## src/rtl/papertape_punch_pkg.sv

```systemverilog
// ---------------------------------------------------------------------------
// papertape_punch_pkg
// Shared IOP bus definitions (function codes, condition codes) used by the
// IOP, the paper tape reader and the paper tape punch, plus the punch FSM
// state constants and small decode helpers.
//
// Bit numbering note: the IOP documents fields MSB-first as [0:n]. In RTL the
// fields are declared [n:0], so IOP bit 0 is the MSB of each vector.
// ---------------------------------------------------------------------------
package papertape_punch_pkg;

    // IOP bus function codes
    localparam logic [2:0] FUNC_NONE = 3'd0;
    localparam logic [2:0] FUNC_SIO  = 3'd1;   // start I/O
    localparam logic [2:0] FUNC_TIO  = 3'd2;   // test I/O (status only)
    localparam logic [2:0] FUNC_HIO  = 3'd3;   // halt I/O

    // IOP condition codes returned on iop_cc
    localparam logic [1:0] CC_READY       = 2'b00;
    localparam logic [1:0] CC_BUSY        = 2'b01;
    localparam logic [1:0] CC_TAPE_FULL   = 2'b10;
    localparam logic [1:0] CC_NOT_STARTED = 2'b11;

    // Punch controller states
    localparam logic [1:0] ST_STOPPED = 2'd0;
    localparam logic [1:0] ST_IDLE    = 2'd1;
    localparam logic [1:0] ST_LOAD    = 2'd2;
    localparam logic [1:0] ST_PUNCH   = 2'd3;

    // Commands that actually change controller state. TIO only reads status,
    // so it needs no decode of its own.
    typedef struct packed {
        logic sio;
        logic hio;
    } iop_cmd_t;

    function automatic iop_cmd_t decode_iop(input logic addressed, input logic [2:0] func);
        iop_cmd_t cmd;
        cmd.sio = addressed && (func == FUNC_SIO);
        cmd.hio = addressed && (func == FUNC_HIO);
        return cmd;
    endfunction

    // Status priority: a stopped device reports "not started" before anything
    // else; a full tape outranks busy (the buffer is discarded when it fills).
    function automatic logic [1:0] status_cc(input logic started,
                                             input logic tape_full,
                                             input logic busy);
        logic [1:0] cc;
        if (!started) begin
            cc = CC_NOT_STARTED;
        end else if (tape_full) begin
            cc = CC_TAPE_FULL;
        end else if (busy) begin
            cc = CC_BUSY;
        end else begin
            cc = CC_READY;
        end
        return cc;
    endfunction

endpackage

```

## src/rtl/papertape_punch_byte_fifo.sv

```systemverilog
// ---------------------------------------------------------------------------
// papertape_punch_byte_fifo
// Small synchronous FIFO buffering bytes between the IOP write port and the
// punch mechanism. Read-ahead: the head entry is always visible on `head`.
//
// Ports
//   clock, reset   : clock and asynchronous active-high reset
//   flush          : empties the FIFO; wins over a same-cycle push/pop
//   push, push_data: write request (ignored when full)
//   pop            : remove head entry (ignored when empty)
//   head           : current head entry (undefined while empty)
//   full, empty    : occupancy flags
//
// DEPTH must be a power of two, >= 2. Pointers carry one extra wrap bit so
// that full and empty are distinguishable when the indices match.
// ---------------------------------------------------------------------------
module papertape_punch_byte_fifo #(
    parameter int DEPTH = 4,
    parameter int WIDTH = 8
) (
    input  logic             clock,
    input  logic             reset,
    input  logic             flush,
    input  logic             push,
    input  logic [WIDTH-1:0] push_data,
    input  logic             pop,
    output logic [WIDTH-1:0] head,
    output logic             full,
    output logic             empty
);

    localparam int PTR_W = $clog2(DEPTH);

    logic [PTR_W:0]   wr_ptr_reg;
    logic [PTR_W:0]   rd_ptr_reg;
    logic [WIDTH-1:0] mem [DEPTH];
    logic [DEPTH-1:0] slot_we;
    logic             do_push;
    logic             do_pop;

    assign empty = (wr_ptr_reg == rd_ptr_reg);
    assign full  = (wr_ptr_reg[PTR_W] != rd_ptr_reg[PTR_W]) &&
                   (wr_ptr_reg[PTR_W-1:0] == rd_ptr_reg[PTR_W-1:0]);

    // A push into a full FIFO is dropped here as a second line of defence;
    // the producer is expected to honour `full` already.
    assign do_push = push && !full && !flush;
    assign do_pop  = pop && !empty && !flush;

    assign head = mem[rd_ptr_reg[PTR_W-1:0]];

    always_ff @(posedge clock or posedge reset) begin
        if (reset) begin
            wr_ptr_reg <= '0;
            rd_ptr_reg <= '0;
        end else if (flush) begin
            wr_ptr_reg <= '0;
            rd_ptr_reg <= '0;
        end else begin
            if (do_push) begin
                wr_ptr_reg <= wr_ptr_reg + (PTR_W+1)'(1);
            end
            if (do_pop) begin
                rd_ptr_reg <= rd_ptr_reg + (PTR_W+1)'(1);
            end
        end
    end

    // Per-slot write enables.
    generate
        for (genvar gi = 0; gi < DEPTH; gi++) begin : g_slot_we
            assign slot_we[gi] = do_push && (wr_ptr_reg[PTR_W-1:0] == PTR_W'(gi));
        end
    endgenerate

    // Storage carries no reset; only the pointers define validity.
    always_ff @(posedge clock) begin
        for (int i = 0; i < DEPTH; i++) begin
            if (slot_we[i]) begin
                mem[i] <= push_data;
            end
        end
    end

endmodule

```

## src/rtl/papertape_punch.sv

```systemverilog
// ---------------------------------------------------------------------------
// papertape_punch
// IOP-attached paper tape punch. Bytes written by the IOP are buffered in a
// small FIFO, loaded one at a time into a frame register and "punched" after
// PUNCH_CYCLES clocks, at which point the frame is recorded in the tape image
// and announced with a one-cycle strobe.
//
// Ports
//   clock, reset     : clock and asynchronous active-high reset
//   iop_func[2:0]    : IOP function code (NONE/SIO/TIO/HIO)
//   iop_device[10:0] : addressed device number
//   wr_data[7:0]     : byte from the IOP
//   wr_valid         : byte offered this cycle
//   wr_ready         : byte accepted when wr_valid & wr_ready at posedge
//   iop_cc[1:0]      : status condition code (00 when not addressed)
//   busy             : loading/punching or bytes waiting in the buffer
//   punch_strobe     : one-cycle pulse per frame punched
//   punch_data[7:0]  : value of the most recently punched frame
//   tape_count[16:0] : frames punched since reset; saturates at TAPE_LEN
//
// The tape image `tape` is a plain array so a bench can inspect it by
// hierarchical reference; it is deliberately not cleared by reset.
// ---------------------------------------------------------------------------
module papertape_punch
    import papertape_punch_pkg::*;
#(
    parameter logic [10:0] DEVICE_ADDR  = 11'h002,
    parameter int          PUNCH_CYCLES = 8,      // >= 2
    parameter int          FIFO_DEPTH   = 4,      // power of two, >= 2
    parameter int          TAPE_LEN     = 1024    // power of two, <= 65536
) (
    input  logic        clock,
    input  logic        reset,
    input  logic [2:0]  iop_func,
    input  logic [10:0] iop_device,
    input  logic [7:0]  wr_data,
    input  logic        wr_valid,
    output logic        wr_ready,
    output logic [1:0]  iop_cc,
    output logic        busy,
    output logic        punch_strobe,
    output logic [7:0]  punch_data,
    output logic [16:0] tape_count
);

    localparam int              CNT_W      = $clog2(PUNCH_CYCLES);
    localparam int              TAPE_AW    = (TAPE_LEN > 1) ? $clog2(TAPE_LEN) : 1;
    localparam logic [CNT_W-1:0] CNT_LAST  = CNT_W'(PUNCH_CYCLES - 1);
    localparam logic [16:0]     TAPE_FULL_COUNT = 17'(TAPE_LEN);

    // Tape image
    logic [7:0] tape [TAPE_LEN];

    // Controller state
    logic [1:0]       state_reg,  state_next;
    logic [CNT_W-1:0] cycle_reg,  cycle_next;
    logic [7:0]       frame_reg,  frame_next;
    logic             strobe_next;
    logic [7:0]       data_next;
    logic [16:0]      count_next;
    logic             tape_we;

    // Bus decode and status
    logic     addressed;
    iop_cmd_t cmd;
    logic     started;
    logic     tape_full;

    // FIFO interface
    logic       fifo_push;
    logic       fifo_pop;
    logic       fifo_flush;
    logic [7:0] fifo_head;
    logic       fifo_full;
    logic       fifo_empty;

    assign addressed = (iop_device == DEVICE_ADDR);
    assign cmd       = decode_iop(addressed, iop_func);
    assign started   = (state_reg != ST_STOPPED);
    assign tape_full = (tape_count == TAPE_FULL_COUNT);

    assign wr_ready  = started && !fifo_full && !tape_full;
    assign busy      = (state_reg == ST_LOAD) || (state_reg == ST_PUNCH) || !fifo_empty;
    assign iop_cc    = addressed ? status_cc(started, tape_full, busy) : CC_READY;
    assign fifo_push = wr_valid && wr_ready;

    papertape_punch_byte_fifo #(
        .DEPTH (FIFO_DEPTH),
        .WIDTH (8)
    ) byte_fifo (
        .clock     (clock),
        .reset     (reset),
        .flush     (fifo_flush),
        .push      (fifo_push),
        .push_data (wr_data),
        .pop       (fifo_pop),
        .head      (fifo_head),
        .full      (fifo_full),
        .empty     (fifo_empty)
    );

    always_comb begin
        state_next  = state_reg;
        cycle_next  = cycle_reg;
        frame_next  = frame_reg;
        strobe_next = 1'b0;
        data_next   = punch_data;
        count_next  = tape_count;
        tape_we     = 1'b0;
        fifo_pop    = 1'b0;
        fifo_flush  = 1'b0;

        if (cmd.hio) begin
            // Halt overrides everything, including a frame finishing this
            // very cycle: it is abandoned without strobe or tape write.
            state_next = ST_STOPPED;
            cycle_next = '0;
            fifo_flush = 1'b1;
        end else begin
            case (state_reg)
                ST_STOPPED: begin
                    if (cmd.sio) begin
                        state_next = ST_IDLE;
                    end
                end
                ST_IDLE: begin
                    if (!fifo_empty) begin
                        state_next = ST_LOAD;
                    end
                end
                ST_LOAD: begin
                    fifo_pop   = 1'b1;
                    frame_next = fifo_head;
                    cycle_next = '0;
                    state_next = ST_PUNCH;
                end
                ST_PUNCH: begin
                    if (cycle_reg == CNT_LAST) begin
                        strobe_next = 1'b1;
                        data_next   = frame_reg;
                        tape_we     = !tape_full;
                        count_next  = tape_full ? tape_count : tape_count + 17'd1;
                        cycle_next  = '0;
                        if (count_next == TAPE_FULL_COUNT) begin
                            // Tape just ran out: drop whatever is still buffered.
                            fifo_flush = 1'b1;
                            state_next = ST_IDLE;
                        end else if (!fifo_empty) begin
                            state_next = ST_LOAD;
                        end else begin
                            state_next = ST_IDLE;
                        end
                    end else begin
                        cycle_next = cycle_reg + CNT_W'(1);
                    end
                end
                default: begin
                    state_next = ST_STOPPED;
                end
            endcase
        end
    end

    always_ff @(posedge clock or posedge reset) begin
        if (reset) begin
            state_reg    <= ST_STOPPED;
            cycle_reg    <= '0;
            frame_reg    <= '0;
            punch_strobe <= 1'b0;
            punch_data   <= '0;
            tape_count   <= '0;
        end else begin
            state_reg    <= state_next;
            cycle_reg    <= cycle_next;
            frame_reg    <= frame_next;
            punch_strobe <= strobe_next;
            punch_data   <= data_next;
            tape_count   <= count_next;
        end
    end

    // Tape image write port: no reset, contents survive reset.
    always_ff @(posedge clock) begin
        if (tape_we) begin
            tape[tape_count[TAPE_AW-1:0]] <= frame_reg;
        end
    end

endmodule

```

## config.mk

```make
export PLATFORM = sky130hd
export DESIGN_NAME = papertape_punch
export DESIGN_NICKNAME = d
export VERILOG_FILES = /design/src/rtl/papertape_punch_pkg.sv /design/src/rtl/papertape_punch_byte_fifo.sv /design/src/rtl/papertape_punch.sv
export SDC_FILE = /design/constraint.sdc
export NUM_CORES = 1
export LEC_CHECK = 0
export ABC_AREA = 1
export CAP_MARGIN = 5
export CELL_PAD_IN_SITES_DETAIL_PLACEMENT = 2
export CELL_PAD_IN_SITES_GLOBAL_PLACEMENT = 2
export CORE_ASPECT_RATIO = 0.5
export CORE_UTILIZATION = 36
export DETAILED_ROUTE_END_ITERATION = 7
export PLACE_DENSITY = 0.86
export SYNTH_ARGS = -nofsm -noshare
export SYNTH_HDL_FRONTEND = slang
export SYNTH_SLANG_ARGS = --single-unit
```

## constraint.sdc

```tcl
create_clock -name clock -period 5.62 [get_ports clock]
set_input_delay 0.562 -clock clock [delete_from_list [all_inputs] [get_ports clock]]
set_output_delay 0.562 -clock clock [all_outputs]
set_load 0.03 [all_outputs]
```

==> flow_summary.ini <==
[route]
dr.pass1.iters = 5
detail-route-antenna-nets = 0
drt_iter0_drc = 126
totalWireLength_mm = 13.03
via_per_inst = 5.109
wl_per_cell_um = 19.53
drc = 0
num_vias = 3408

[placed_design]
gp_congestion = 0.7826
placed_cell_area_mm2 = 0.004697
numPortBuffers = 54
hpwl_mm = 9.036

[synth]
synth-async-reset-ratio = 0.5844
yosysTopAreaCell = dfrtp_1
ys_types = 33
synth_cells = 468
synth.cell_area_mm2 = 0.004038
synth_edf_count = 32
yosysMostFrequentCell = nand2_1
ys_top_cells_by_count = nand2_1 (113), nor2_1 (75), inv_1 (46)
synth_area_leaders = dfrtp_1 (28%), edfxtp_1 (24%), nand2_1 (11%)
synthFlopType = dfrtp_1
syn-num-nets = 502
ys_seq_elements = 77
avgSynthCellArea_um2 = 8.627
yosys_warnings = 0
ys_seq_area_frac = 0.5169
synth_top_cell_area_share = 0.2789

[sta]
clock.fmax_mhz = 258.7
skew_ps = 9.799
finalCritPeriodShare = 0.6879
finalHoldViolCount = 0
rsz0062_at_grt = no
post-route-min-period_ps = 3866
slew_headroom = 0.3322
max_slew.worst_pin.slew_ps = 1000
drv_slew = 0
hold_ws_ps = 480.7
fin_tns_setup_ps = 0
finalSetupViolCount = 0

[clock_tree]
clk_latency_ps = 350
cts_resized = 0
root_buffer = clkbuf_16
cts_tree = built
htree_levels = 3
clockBufferDepth = 2
clkSinkCount = 77
clk_pin_slew_ps = 70
cts_hold_buf = 0
post_cts_buffers = 0
cts_buffers = 9

[finish]
regMostFlops = byte_fifo.mem
drive_gt1_frac = 0.09506
largestRegisters = byte_fifo.mem x32, tape_count x17
final_core_util = 0.4748
nets = 555
stdcell_area_mm2 = 0.005005
area_delta_synth_final_pct = 23.95
nFillCells = 1185
largest_reg_flops = 32

[global_routing]
grt_pass1_vias = 3923
grt_max_degree = 46
grt_util_all_layers = 0.2461
grt_overflow = 0
antenna_found_initial = 1
grt_first_pass_wirelength_mm = 21.35

[setup_path]
critPathArrivalTime_ps = 3300
cp_slowest_cell = dfrtp_1
cpPeakStageDelay_ps = 740
startpoint_type = flip-flop
cp_common_cell = nand2_1
critPathMaxFanout = 19
crit_family = buffers and inverters
crit_type = flip-flop to primary output
crit_path_end_kind = primary output
r2r_start = tape_count[0]$_DFFE_PP0P_
crit_chain = clkinv_1 > nand2_1 > nand3_1 > nor2_1 > nand2_1 > nand2_1 > a21oi_1 > clkdlybuf4s50_1
cp_data_required_time_ps = 5060
cp_num_buf_inv = 2
crit_start = byte_fifo.rd_ptr_reg[0]$_DFFE_PP0P_

[pwr]
ir_worst_vdd_v = 0.0001757
p_leak_nw = 2.074
power.density_mw_per_mm2 = 423.8
power.total_mw = 2.121

[run_status]
status = finished, final reports clean

[floorplan]
die_h_um = 76.89
num_io_pins = 55
num_rows = 26
core_mm2 = 0.01054
initial_utilization = 0.3831
dieWidth_um = 151.8
fp.dieArea_mm2 = 0.01167

[min_path]
min_from = punch_data[6]$_DFFE_PP0P_
hold_path.class = flip-flop to flip-flop

[run]
maxCapViolCount = 0
[power by group]
| group | internal, mW | total [mW] | switching [mW] |
|---|---|---|---|
| sequential | 0.720 | 0.844 | 0.123 |
| combinational | 0.247 | 0.675 | 0.427 |
| clock | 0.316 | 0.603 | 0.287 |
| total | 1.28 | 2.12 | 0.838 |
[path summary, 6_finish.rpt]
| check | cells after the start | slack (ps) | end |
|---|---|---|---|
| worst max-delay path | 8 | 1750 | iop_cc[0] |
| worst min-delay path | 2 | 480 | punch_data[6]$_DFFE_PP0P_ |
| worst max register to register | 14 | 2590 | byte_fifo.mem[2][2]$_DFFE_PP_ |
| worst min register to register | 2 | 480 | punch_data[6]$_DFFE_PP0P_ |
| max in group asynchronous | 2 | 4220 | tape_count[7]$_DFFE_PP0P_ |
| min in group asynchronous | 2 | 770 | punch_strobe$_DFF_PP0_ |
[area by class of cell]
class | instances | area, um^2 | area share
inverter | 50 | 187.7 | 0.03750
antenna | 1 | 2.502 | 0.0005000
multi-input combinational | 328 | 1699 | 0.3395
sequential | 77 | 2087 | 0.4170
tap | 140 | 175.2 | 0.03500
clock inverter | 7 | 80.08 | 0.01600
clock buffer | 9 | 225.2 | 0.04500
timing repair buffer | 55 | 548.0 | 0.1095
[cells in the final DEF (no fill, tap or decap), drive strengths merged]
master and instances:
edfxtp 32, o211a 1, inv 51, nor4 2, clkinvlp 1, o32ai 8
clkinv 5, xnor2 5, mux2 6, dfrtp 45, nor3 3, clkbuf 9
a21oi 5, buf 1, nand4 11, clkdlybuf4s50 54, xor2 5, nand3 32
ha 9, o21ai 33, nand3b 1, nor2 87, nand2 120, diode 1
[logic make-up (layout without fill, tap and decap cells)]
logic type	after synthesis	after routing	share of synthesized area
buffers and inverters	63	121	0.06229
AND/OR/NAND/NOR	256	256	0.2848
other	0	1	0
XOR/XNOR	10	10	0.02355
flip-flops	77	77	0.5169
adder cells (fa/ha/maj)	9	9	0.02789
multiplexers	6	6	0.01673
AO/OA/AOI/OAI	47	47	0.06786
[worst register-to-register path, stage by stage, from the launching register on]
cell and delay, ps:
dfrtp_1 450, inv_1 140, ha_1 180, inv_1 50
nor2_1 80, nand2_1 90, nor2_1 140, nand2_1 180
nand2_1 100, nand2_1 90, nand3_1 130, nor3_4 60
nand4_4 130, nand3_2 150, nor2_1 690
[metal layers]
metal | routed length (um) | GRT usage | part of all wire | vias up
met5 | 0 | 0 | 0 | -
met4 | 221 | 0.06931 | 0.017 | 0
met3 | 332 | 0.05714 | 0.025 | 22
met2 | 6715 | 0.4386 | 0.52 | 53
met1 | 5756 | 0.2940 | 0.44 | 1701
li1 | - | - | - | 1632
[stage by stage]
| step | setup slack (ps) | instances |
|---|---|---|
| global route | 1556 | 666 |
| finish | 1754 | 667 |
| CTS | 1733 | 666 |
| floorplan | 3093 | 468 |
| global placement | 2345 | 650 |
| detailed placement | 2153 | 650 |
(Power assumes the default switching activity.)
